### config.mk
export PLATFORM = sky130hd
export DESIGN_NAME = dffe_bank_arbiter
export DESIGN_NICKNAME = d
export VERILOG_FILES = /design/src/rtl/dffe_bank_pkg.sv /design/src/rtl/dffe_bank_arbiter_rr_pick.sv /design/src/rtl/dffe_bank_arbiter.sv
export SDC_FILE = /design/constraint.sdc
export NUM_CORES = 1
export LEC_CHECK = 0
export CAP_MARGIN = 20
export CORE_MARGIN = 5
export CORE_UTILIZATION = 42
export CTS_CLUSTER_DIAMETER = 200
export DETAILED_ROUTE_END_ITERATION = 6
export PLACE_DENSITY = 0.84
export SLEW_MARGIN = 10
export SYNTH_ARGS = -nofsm -noshare
export SYNTH_HDL_FRONTEND = slang
export SYNTH_HIERARCHICAL = 1
export SYNTH_SLANG_ARGS = --single-unit
### constraint.sdc
create_clock -name clk -period 3.4 [get_ports clk]
set_input_delay 0.68 -clock clk [delete_from_list [all_inputs] [get_ports clk]]
set_output_delay 0.68 -clock clk [all_outputs]
set_load 0.03 [all_outputs]
### src/rtl/dffe_bank_pkg.sv
// Shared definitions for the enable-gated register bank arbiter.
// Holds the FSM state encoding, the per-requester opcode constants and
// the default requester count and bank width used by the top and the
// round-robin picker.
package dffe_bank_pkg;

  localparam int DEF_N_REQ = 4;
  localparam int DEF_WIDTH = 8;

  typedef enum logic [1:0] {
    ST_IDLE    = 2'd0,
    ST_GRANT   = 2'd1,
    ST_RELEASE = 2'd2
  } state_e;

  localparam logic [1:0] OP_LOAD   = 2'b00;
  localparam logic [1:0] OP_CLEAR  = 2'b01;
  localparam logic [1:0] OP_PRESET = 2'b10;
  localparam logic [1:0] OP_HOLD   = 2'b11;

endpackage

### src/rtl/dffe_bank_arbiter_rr_pick.sv
// Combinational round-robin picker.
// Ports:
//   req    - per-requester request levels
//   ptr    - index of the requester holding highest priority
//   winner - one-hot selected requester (zero when nothing requests)
//   valid  - high when a winner was found
module rr_pick
  import dffe_bank_pkg::*;
#(
  parameter int N_REQ = DEF_N_REQ,
  parameter int PW    = $clog2(DEF_N_REQ)
) (
  input  logic [N_REQ-1:0] req,
  input  logic [PW-1:0]    ptr,
  output logic [N_REQ-1:0] winner,
  output logic             valid
);

  // Walk outward from ptr by distance d; the first requesting index wins.
  // Both loops are constant-bounded so every select is a constant index.
  always_comb begin
    winner = '0;
    valid  = 1'b0;
    for (int d = 0; d < N_REQ; d++) begin
      for (int j = 0; j < N_REQ; j++) begin
        if (!valid && req[j] && (((int'(ptr) + d) % N_REQ) == j)) begin
          winner[j] = 1'b1;
          valid     = 1'b1;
        end
      end
    end
  end

endmodule

### src/rtl/dffe_bank_arbiter.sv
// Round-robin arbiter in front of a shared enable-gated register bank.
// One operation takes three cycles: IDLE picks a winner, GRANT applies the
// winner's opcode to the bank, RELEASE pulses done and advances the pointer.
// Ports:
//   clk   - rising-edge clock for all state
//   clrn  - asynchronous active-low reset
//   req   - per-requester request levels
//   op    - per-requester opcode (2 bits each): load, clear, preset, hold
//   wdata - per-requester load data (WIDTH bits each)
//   gnt   - one-hot grant, high during GRANT
//   done  - one-cycle completion pulse, high during RELEASE
//   q     - shared bank contents
//   busy  - high whenever the FSM is not IDLE
module dffe_bank_arbiter
  import dffe_bank_pkg::*;
#(
  parameter int N_REQ = DEF_N_REQ,
  parameter int WIDTH = DEF_WIDTH
) (
  input  logic                   clk,
  input  logic                   clrn,
  input  logic [N_REQ-1:0]       req,
  input  logic [2*N_REQ-1:0]     op,
  input  logic [N_REQ*WIDTH-1:0] wdata,
  output logic [N_REQ-1:0]       gnt,
  output logic [N_REQ-1:0]       done,
  output logic [WIDTH-1:0]       q,
  output logic                   busy
);

  localparam int PW = $clog2(N_REQ);

  state_e           state_q, state_d;
  logic [PW-1:0]    ptr_q, ptr_d;
  logic [PW-1:0]    win_q, win_d;
  logic [WIDTH-1:0] q_q, q_d;
  logic [N_REQ-1:0] gnt_q, gnt_d;
  logic [N_REQ-1:0] done_q, done_d;
  logic             busy_q, busy_d;
  logic             armed_q, armed_d;

  logic [N_REQ-1:0] pick_winner;
  logic             pick_valid;
  logic [PW-1:0]    pick_idx;
  logic [1:0]       win_op;
  logic [WIDTH-1:0] win_wdata;
  logic             win_req;
  logic             bank_we;
  logic [WIDTH-1:0] bank_next;

  rr_pick #(
    .N_REQ(N_REQ),
    .PW   (PW)
  ) u_pick (
    .req   (req),
    .ptr   (ptr_q),
    .winner(pick_winner),
    .valid (pick_valid)
  );

  always_comb begin
    pick_idx = '0;
    for (int i = 0; i < N_REQ; i++) begin
      if (pick_winner[i]) pick_idx = PW'(i);
    end
  end

  // Only the registered winner's lanes ever reach the bank, so other
  // requesters' opcodes and data are ignored by construction.
  always_comb begin
    win_op    = OP_HOLD;
    win_wdata = '0;
    win_req   = 1'b0;
    for (int i = 0; i < N_REQ; i++) begin
      if (win_q == PW'(i)) begin
        win_op    = op[2*i +: 2];
        win_wdata = wdata[i*WIDTH +: WIDTH];
        win_req   = req[i];
      end
    end
  end

  always_comb begin
    unique case (win_op)
      OP_LOAD:   bank_next = win_wdata;
      OP_CLEAR:  bank_next = '0;
      OP_PRESET: bank_next = '1;
      default:   bank_next = q_q;
    endcase
  end

  // armed_q blocks arbitration on the first edge after reset release.
  // The winner dropping its request in GRANT aborts without writing,
  // pulsing done or moving the pointer.
  always_comb begin
    state_d = state_q;
    ptr_d   = ptr_q;
    win_d   = win_q;
    gnt_d   = '0;
    done_d  = '0;
    armed_d = 1'b1;
    bank_we = 1'b0;
    unique case (state_q)
      ST_IDLE: begin
        if (armed_q && pick_valid) begin
          win_d   = pick_idx;
          gnt_d   = pick_winner;
          state_d = ST_GRANT;
        end
      end
      ST_GRANT: begin
        if (win_req) begin
          bank_we = 1'b1;
          done_d  = gnt_q;
          ptr_d   = (win_q == PW'(N_REQ - 1)) ? '0 : win_q + PW'(1);
          state_d = ST_RELEASE;
        end else begin
          state_d = ST_IDLE;
        end
      end
      ST_RELEASE: state_d = ST_IDLE;
      default:    state_d = ST_IDLE;
    endcase
    q_d    = bank_we ? bank_next : q_q;
    busy_d = (state_d != ST_IDLE);
  end

  always_ff @(posedge clk or negedge clrn) begin
    if (!clrn) begin
      state_q <= ST_IDLE;
      ptr_q   <= '0;
      win_q   <= '0;
      q_q     <= '0;
      gnt_q   <= '0;
      done_q  <= '0;
      busy_q  <= 1'b0;
      armed_q <= 1'b0;
    end else begin
      state_q <= state_d;
      ptr_q   <= ptr_d;
      win_q   <= win_d;
      q_q     <= q_d;
      gnt_q   <= gnt_d;
      done_q  <= done_d;
      busy_q  <= busy_d;
      armed_q <= armed_d;
    end
  end

  assign gnt  = gnt_q;
  assign done = done_q;
  assign q    = q_q;
  assign busy = busy_q;

endmodule

==> impl_metrics.json, run 1 <==
{
  "grt_overflow": 0,
  "async_flop_share_pct": 100.0,
  "syn-num-nets": 226,
  "core-area_sq_um": 3337,
  "post-route-period-util_pct": 81.72,
  "clk_latency_ns": 0.30,
  "fp.dieH_um": 68.74,
  "synth_seq_cells": 24,
  "ys.warnings.count": 6,
  "grt_pass1_wl_mm": 5.899,
  "cts_resized": 0,
  "antenna_found_initial": 0,
  "h-tree-depth": 1,
  "synthTopCellsByCount": "28 x a21oi_1, 28 x nand2_1, 24 x dfrtp_1, 15 x inv_1, 12 x o21ai_0",
  "relSlewSlack_pct": 45.60,
  "crit_path_max_incr_delay_ns": 0.48,
  "antenna_cells": 0,
  "synth.top_cell.area_share_pct": 41.45,
  "drc_errors": 0,
  "p_int_mw": 0.8792,
  "setup_viol": 0,
  "synth_edf_count": 0,
  "wl_per_cell_um": 14.46,
  "grt_max_degree": 25,
  "maxSlewViolCount": 0,
  "r2r_slack_ns": 0.62,
  "postCtsSetupBuffers": 0,
  "regToRegEndpoint": "q[1]",
  "synth_top_family_by_area": "compound AO/OA/AOI/OAI gates",
  "seq_power_share_pct": 26.4,
  "finClkSkew_ns": 0.004884,
  "initialDrtViolationCount": 41,
  "drv_cap": 0,
  "min_period_ns": 2.778,
  "setup-tns-final_ns": 0,
  "yosysSeqAreaShare_pct": 41.45,
  "synth.area.mux_share_pct": 3.022,
  "power_density_nw_per_um2": 781.0,
  "synth_xor_area_share_pct": 0,
  "power_frac_clock_pct": 6.8,
  "worstPathMaxFanout": 14,
  "p_sw_mw": 0.7996,
  "min-delay-start": "q[6]",
  "cts_tree": "yes",
  "cts_hold_buf": 0,
  "tightest_slew_ns": 0.8160,
  "start_util_pct": 43.42,
  "path_buf_inv": 2,
  "synth_top_flop_cell": "dfrtp_1",
  "crit_arrival_ns": 3.00,
  "vias": 1431,
  "fmax_ghz": 0.3599,
  "synthTopCellsByArea": "dfrtp_1 41%, a21oi_1 9.7%, nand2_1 7.3%",
  "seqCellArea_sq_um": 600.6,
  "synth.largest_area_cell": "dfrtp_1",
  "crit_path_start_kind": "flip-flop",
  "hold_depth": 1,
  "critPathSlowestCell": "ha_1",
  "r2r-start": "win_q[0]",
  "drt-total-wl_mm": 4.048,
  "crit_path_end_kind": "flip-flop",
  "areaGrowthSynthToFinish_pct": 48.36,
  "via_per_inst": 5.111,
  "synth_area_sq_um": 1449,
  "clock-sinks": 24,
  "row_count": 21,
  "drive_gt1_share_pct": 5.128,
  "hold_end": "q[6]",
  "io_pins": 63,
  "clk_pin_slew_worst_paths_ns": 0.11,
  "nFillCells": 303,
  "synthAdderAreaFrac_pct": 5.181,
  "final-hold-violation-count": 0,
  "cp_cell_sequence": "inv_1, ha_1, buf_4, a221oi_1, a21o_1, mux2i_1, ha_1, nor2_1, nor2_1, nand3_1, o2bb2ai_1",
  "rr_worst_depth": 11,
  "numCtsBuffers": 3,
  "hold_class": "flip-flop to flip-flop",
  "root_buffer": "clkbuf_4",
  "comb_power_share_pct": 66.8,
  "synth_simple_gate_area_share_pct": 19.95,
  "crit_family": "adder cells",
  "multi_input_area_sq_um": 762.0,
  "placement.io_buffers": 62,
  "ir_worst_vdd_v": 0.0004408,
  "grt_usage_pct": 16.53,
  "switching_share_pct": 47.63,
  "cp.required_ns": 3.62,
  "die_w_um": 68.74,
  "synthCells": 174,
  "cts_max_path_buffers": 2,
  "design_area_sq_um": 2150,
  "grt_pass1_vias": 1226,
  "final_antenna_net_count": 0,
  "syn_area_per_cell_sq_um": 8.327,
  "dp_hpwl_mm": 3.158,
  "gp_congestion": 0.8321,
  "place_area_sq_um": 2112,
  "fp.dieArea_sq_um": 4725,
  "dr.pass1.iters": 4,
  "rsz0062_at_grt": "false",
  "final_nets": 288,
  "power.leakage_nw": 0.9599,
  "run_status": "completed",
  "yosys.cell_types.count": 30,
  "critPathKind": "flip-flop to flip-flop",
  "synth_compound_area_share_pct": 24.18
}
## kinds of logic (layout without fill, tap and decap cells)
family	count (synthesis)	count (layout)
compound gates	58	58
fa+ha+maj	6	6
buf+inv	23	83
flops	24	24
mux	4	4
other cells	1	1
simple gates	58	58
## how the worst max path moves through the flow
stage                        start  endpoint  slack, ns  cells past startpoint
after floorplan           win_q[1]      q[6]       0.88                     13
after global placement       op[2]      q[1]       0.61                     10
after detailed placement     op[0]      q[1]       0.49                     10
after CTS                 win_q[0]      q[2]       0.64                     11
after global routing      win_q[0]      q[0]       0.32                     11
final                     win_q[0]      q[1]       0.62                     11
## power by group through the flow
stage	clock [mW]	sequential, mW	combinational (mW)
final	0.113	0.443	1.12
after global routing	0.128	0.458	1.25
after CTS	0.115	0.443	1.12
after detailed placement	0	0.448	1.12
after global placement	0	0.448	1.10
after floorplan	0	0.544	0.644
## state kept, by name, summed over array words and instances (netlist names)
name	cells
q	8
done	4
gnt	4
ptr_q	2
state_q	2
win_q	2
armed_q	1
busy	1
## cell usage in the layout (no fill, tap or decap), types with 2 or more instances in the layout
cell,n
inv_1,15
nand2_1,28
dfrtp_1,24
nor2_1,9
buf_4,2
and3_1,5
o2bb2ai_1,8
o31a_1,2
ha_1,6
o21ai_0,12
nor3_1,3
a211oi_1,3
a21oi_1,28
and2_1,4
mux2_2,3
clkbuf_4,3
a221oi_1,2
clkdlybuf4s50_1,62
## layer usage
metal	vias to the layer above	global-route usage, %	wire (um)
met4	0	4.380	27
met1	658	24.21	1884
met5	-	0	0
met2	49	26.10	1855
met3	2	1.459	281
li1	722	-	-
## through the flow
stage	hold WS (ns)	power (mW)	utilization, %	worst slack, ns	std cells
after detailed placement	0.4740	1.567	63.29	0.4901	276
final	0.5004	1.679	64.42	0.6216	280
after global routing	0.5160	1.836	64.42	0.3213	280
after floorplan	0.3844	1.189	-	0.8833	174
after CTS	0.4896	1.679	63.97	0.6364	279
after global placement	0.4593	1.547	63.29	0.6141	276
## layout make-up
| cell class | instances | area share [%] |
|---|---|---|
| Timing Repair Buffer | 65 | 30.27 |
| Multi-Input combinational cell | 127 | 35.45 |
| Tap cell | 46 | 2.678 |
| Sequential cell | 24 | 27.94 |
| Clock buffer | 3 | 1.048 |
| Inverter | 15 | 2.619 |
No activity file was read; power rests on OpenSTA's default activity.
==> run 2: changes to the inputs <==
--- a/config.mk
+++ b/config.mk
@@ -7,10 +7,10 @@
 export LEC_CHECK = 0
 export CAP_MARGIN = 20
 export CORE_MARGIN = 5
-export CORE_UTILIZATION = 42
+export CORE_UTILIZATION = 38
 export CTS_CLUSTER_DIAMETER = 200
 export DETAILED_ROUTE_END_ITERATION = 6
-export PLACE_DENSITY = 0.84
+export PLACE_DENSITY = 0.8
 export SLEW_MARGIN = 10
 export SYNTH_ARGS = -nofsm -noshare
 export SYNTH_HDL_FRONTEND = slang
==> constraint.sdc (replaced) <==
create_clock -name clk -period 2.3 [get_ports clk]
set_input_delay 0.46 -clock clk [delete_from_list [all_inputs] [get_ports clk]]
set_output_delay 0.46 -clock clk [all_outputs]
set_load 0.03 [all_outputs]
==> impl_metrics.json, run 2 (synthesis gave the netlist of run 1 again) <==
{
  "hold_ws_ns": 0.4968,
  "h-tree-depth": 1,
  "drv_cap": 0,
  "wl_per_cell_um": 14.89,
  "clk_latency_ns": 0.26,
  "die_w_um": 71.75,
  "critPathKind": "flip-flop to flip-flop",
  "maxSlewViolCount": 0,
  "clk_pin_slew_worst_paths_ns": 0.08,
  "cp_cell_sequence": "inv_2, ha_4, nor2_1, a221oi_1, a21o_1, mux2i_1, ha_1, nor2_1, nor2_2, nand3_4, o2bb2ai_1",
  "worst_path_most_repeated_cell": "nor2_1",
  "final_common_cell": "clkdlybuf4s50_1",
  "antenna_found_initial": 0,
  "worstPathMaxFanout": 8,
  "dp_hpwl_mm": 3.406,
  "hold_class": "flip-flop to flip-flop",
  "initialDrtViolationCount": 44,
  "vias": 1521,
  "core-area_sq_um": 3689,
  "dr.pass1.iters": 4,
  "final-hold-violation-count": 0,
  "clock-sinks": 24,
  "critPathSlowestCell": "dfrtp_1",
  "final_antenna_net_count": 0,
  "cp.required_ns": 2.49,
  "post-route-period-util_pct": 93.56,
  "relSlewSlack_pct": 46.82,
  "gp_congestion": 0.8511,
  "antenna_cells": 0,
  "numCtsBuffers": 3,
  "row_count": 22,
  "power.total_mw": 3.000,
  "fp.dieArea_sq_um": 5148,
  "power_density_nw_per_um2": 1269,
  "via_per_inst": 5.139,
  "ir_worst_vdd_v": 0.0004975,
  "drive_gt1_share_pct": 16.13,
  "crit_path_end_kind": "flip-flop",
  "final_nets": 301,
  "tightest_slew_ns": 0.7917,
  "grt_pass1_wl_mm": 6.851,
  "grt_usage_pct": 16.80,
  "crit_path_max_incr_delay_ns": 0.41,
  "layout.cells.most_common_list": "62 x clkdlybuf4s50_1, 28 x a21oi_1, 28 x nand2_1",
  "min_period_ns": 2.152,
  "largest_reg_flops": 8,
  "start_util_pct": 39.28,
  "fmax_ghz": 0.4647,
  "root_buffer": "clkbuf_8",
  "areaGrowthSynthToFinish_pct": 63.21,
  "grt_pass1_vias": 1456,
  "fp.dieH_um": 71.75,
  "cts_max_path_buffers": 2,
  "finClkSkew_ns": 0.0009276,
  "drt-total-wl_mm": 4.406,
  "power.leakage_nw": 1.041,
  "placement.io_buffers": 62,
  "crit_arrival_ns": 2.34,
  "setup_viol": 0,
  "run_status": "completed",
  "io_pins": 63,
  "grt_max_degree": 25,
  "drc_errors": 0,
  "cts_tree": "yes",
  "grt_overflow": 0,
  "crit_path_start_kind": "flip-flop"
}
run 2: power breakdown:
part | switching (mW) | internal [mW]
clock network | 0.129 | 0.153
registers | 0.127 | 0.554
logic | 1.10 | 0.942
total | 1.35 | 1.65
run 2: final timing paths:
| check | start | end | slack [ns] | cells past startpoint |
|---|---|---|---|---|
| setup / recovery | win_q[1] | q[0] | 0.15 | 11 |
| hold reg to reg | state_q[0] | gnt[2] | 0.50 | 1 |
| setup reg to reg | win_q[1] | q[0] | 0.15 | 11 |
| hold / removal | state_q[0] | gnt[2] | 0.50 | 1 |
| min in group asynchronous | clrn | q[4] | 0.55 | 2 |
| max in group asynchronous | clrn | win_q[0] | 1.50 | 2 |
run 2: repair_timing:
action / in CTS / in global routing
gates resized for setup: 1 / 15
hold buffers: 0 / 0
setup buffers: 0 / 2
endpoints found under the setup margin: 6 / 8
pin swaps: 0 / 3
hold endpoints to repair: 0 / 0
run 2: area by class of cell:
class | count | area (sq um)
Sequential cell | 24 | 601.8
Inverter | 15 | 56.30
Timing Repair Buffer | 78 | 753.2
Multi-Input combinational cell | 127 | 838.3
Fill cell | 327 | 1324
Clock buffer | 4 | 55.05
Tap cell | 48 | 60.06
run 2: worst max-delay path, delay by kind of cell, from the launching register on:
family | cells | cell delay, ns
AOI/OAI and AO/OA | 3 | 0.59
adders and majority gates | 2 | 0.51
buffers and inverters | 1 | 0.10
DFF | 1 | 0.41
muxes | 1 | 0.07
and+or+nand+nor | 4 | 0.38
run 2: metal layers:
metal | routed length, um | track usage, %
met5 | 0 | 0
met4 | 104 | 7.098
met3 | 223 | 1.683
met2 | 2120 | 29.29
met1 | 1958 | 20.96
run 2: per-stage QoR:
step           area (sq um)  utilization, %  worst slack (ns)   TNS, ns  cells
6_report               2365           64.11            0.1481         0    296
5_1_grt                2365           64.11          -0.03211  -0.03432    296
4_1_cts                2280           61.80           0.02631         0    294
3_5_place_dp           2222           60.24           -0.1195   -0.8303    290
3_3_place_gp           2222           60.24          -0.05567   -0.3951    290
2_1_floorplan          1456               -          0.006368         0    174
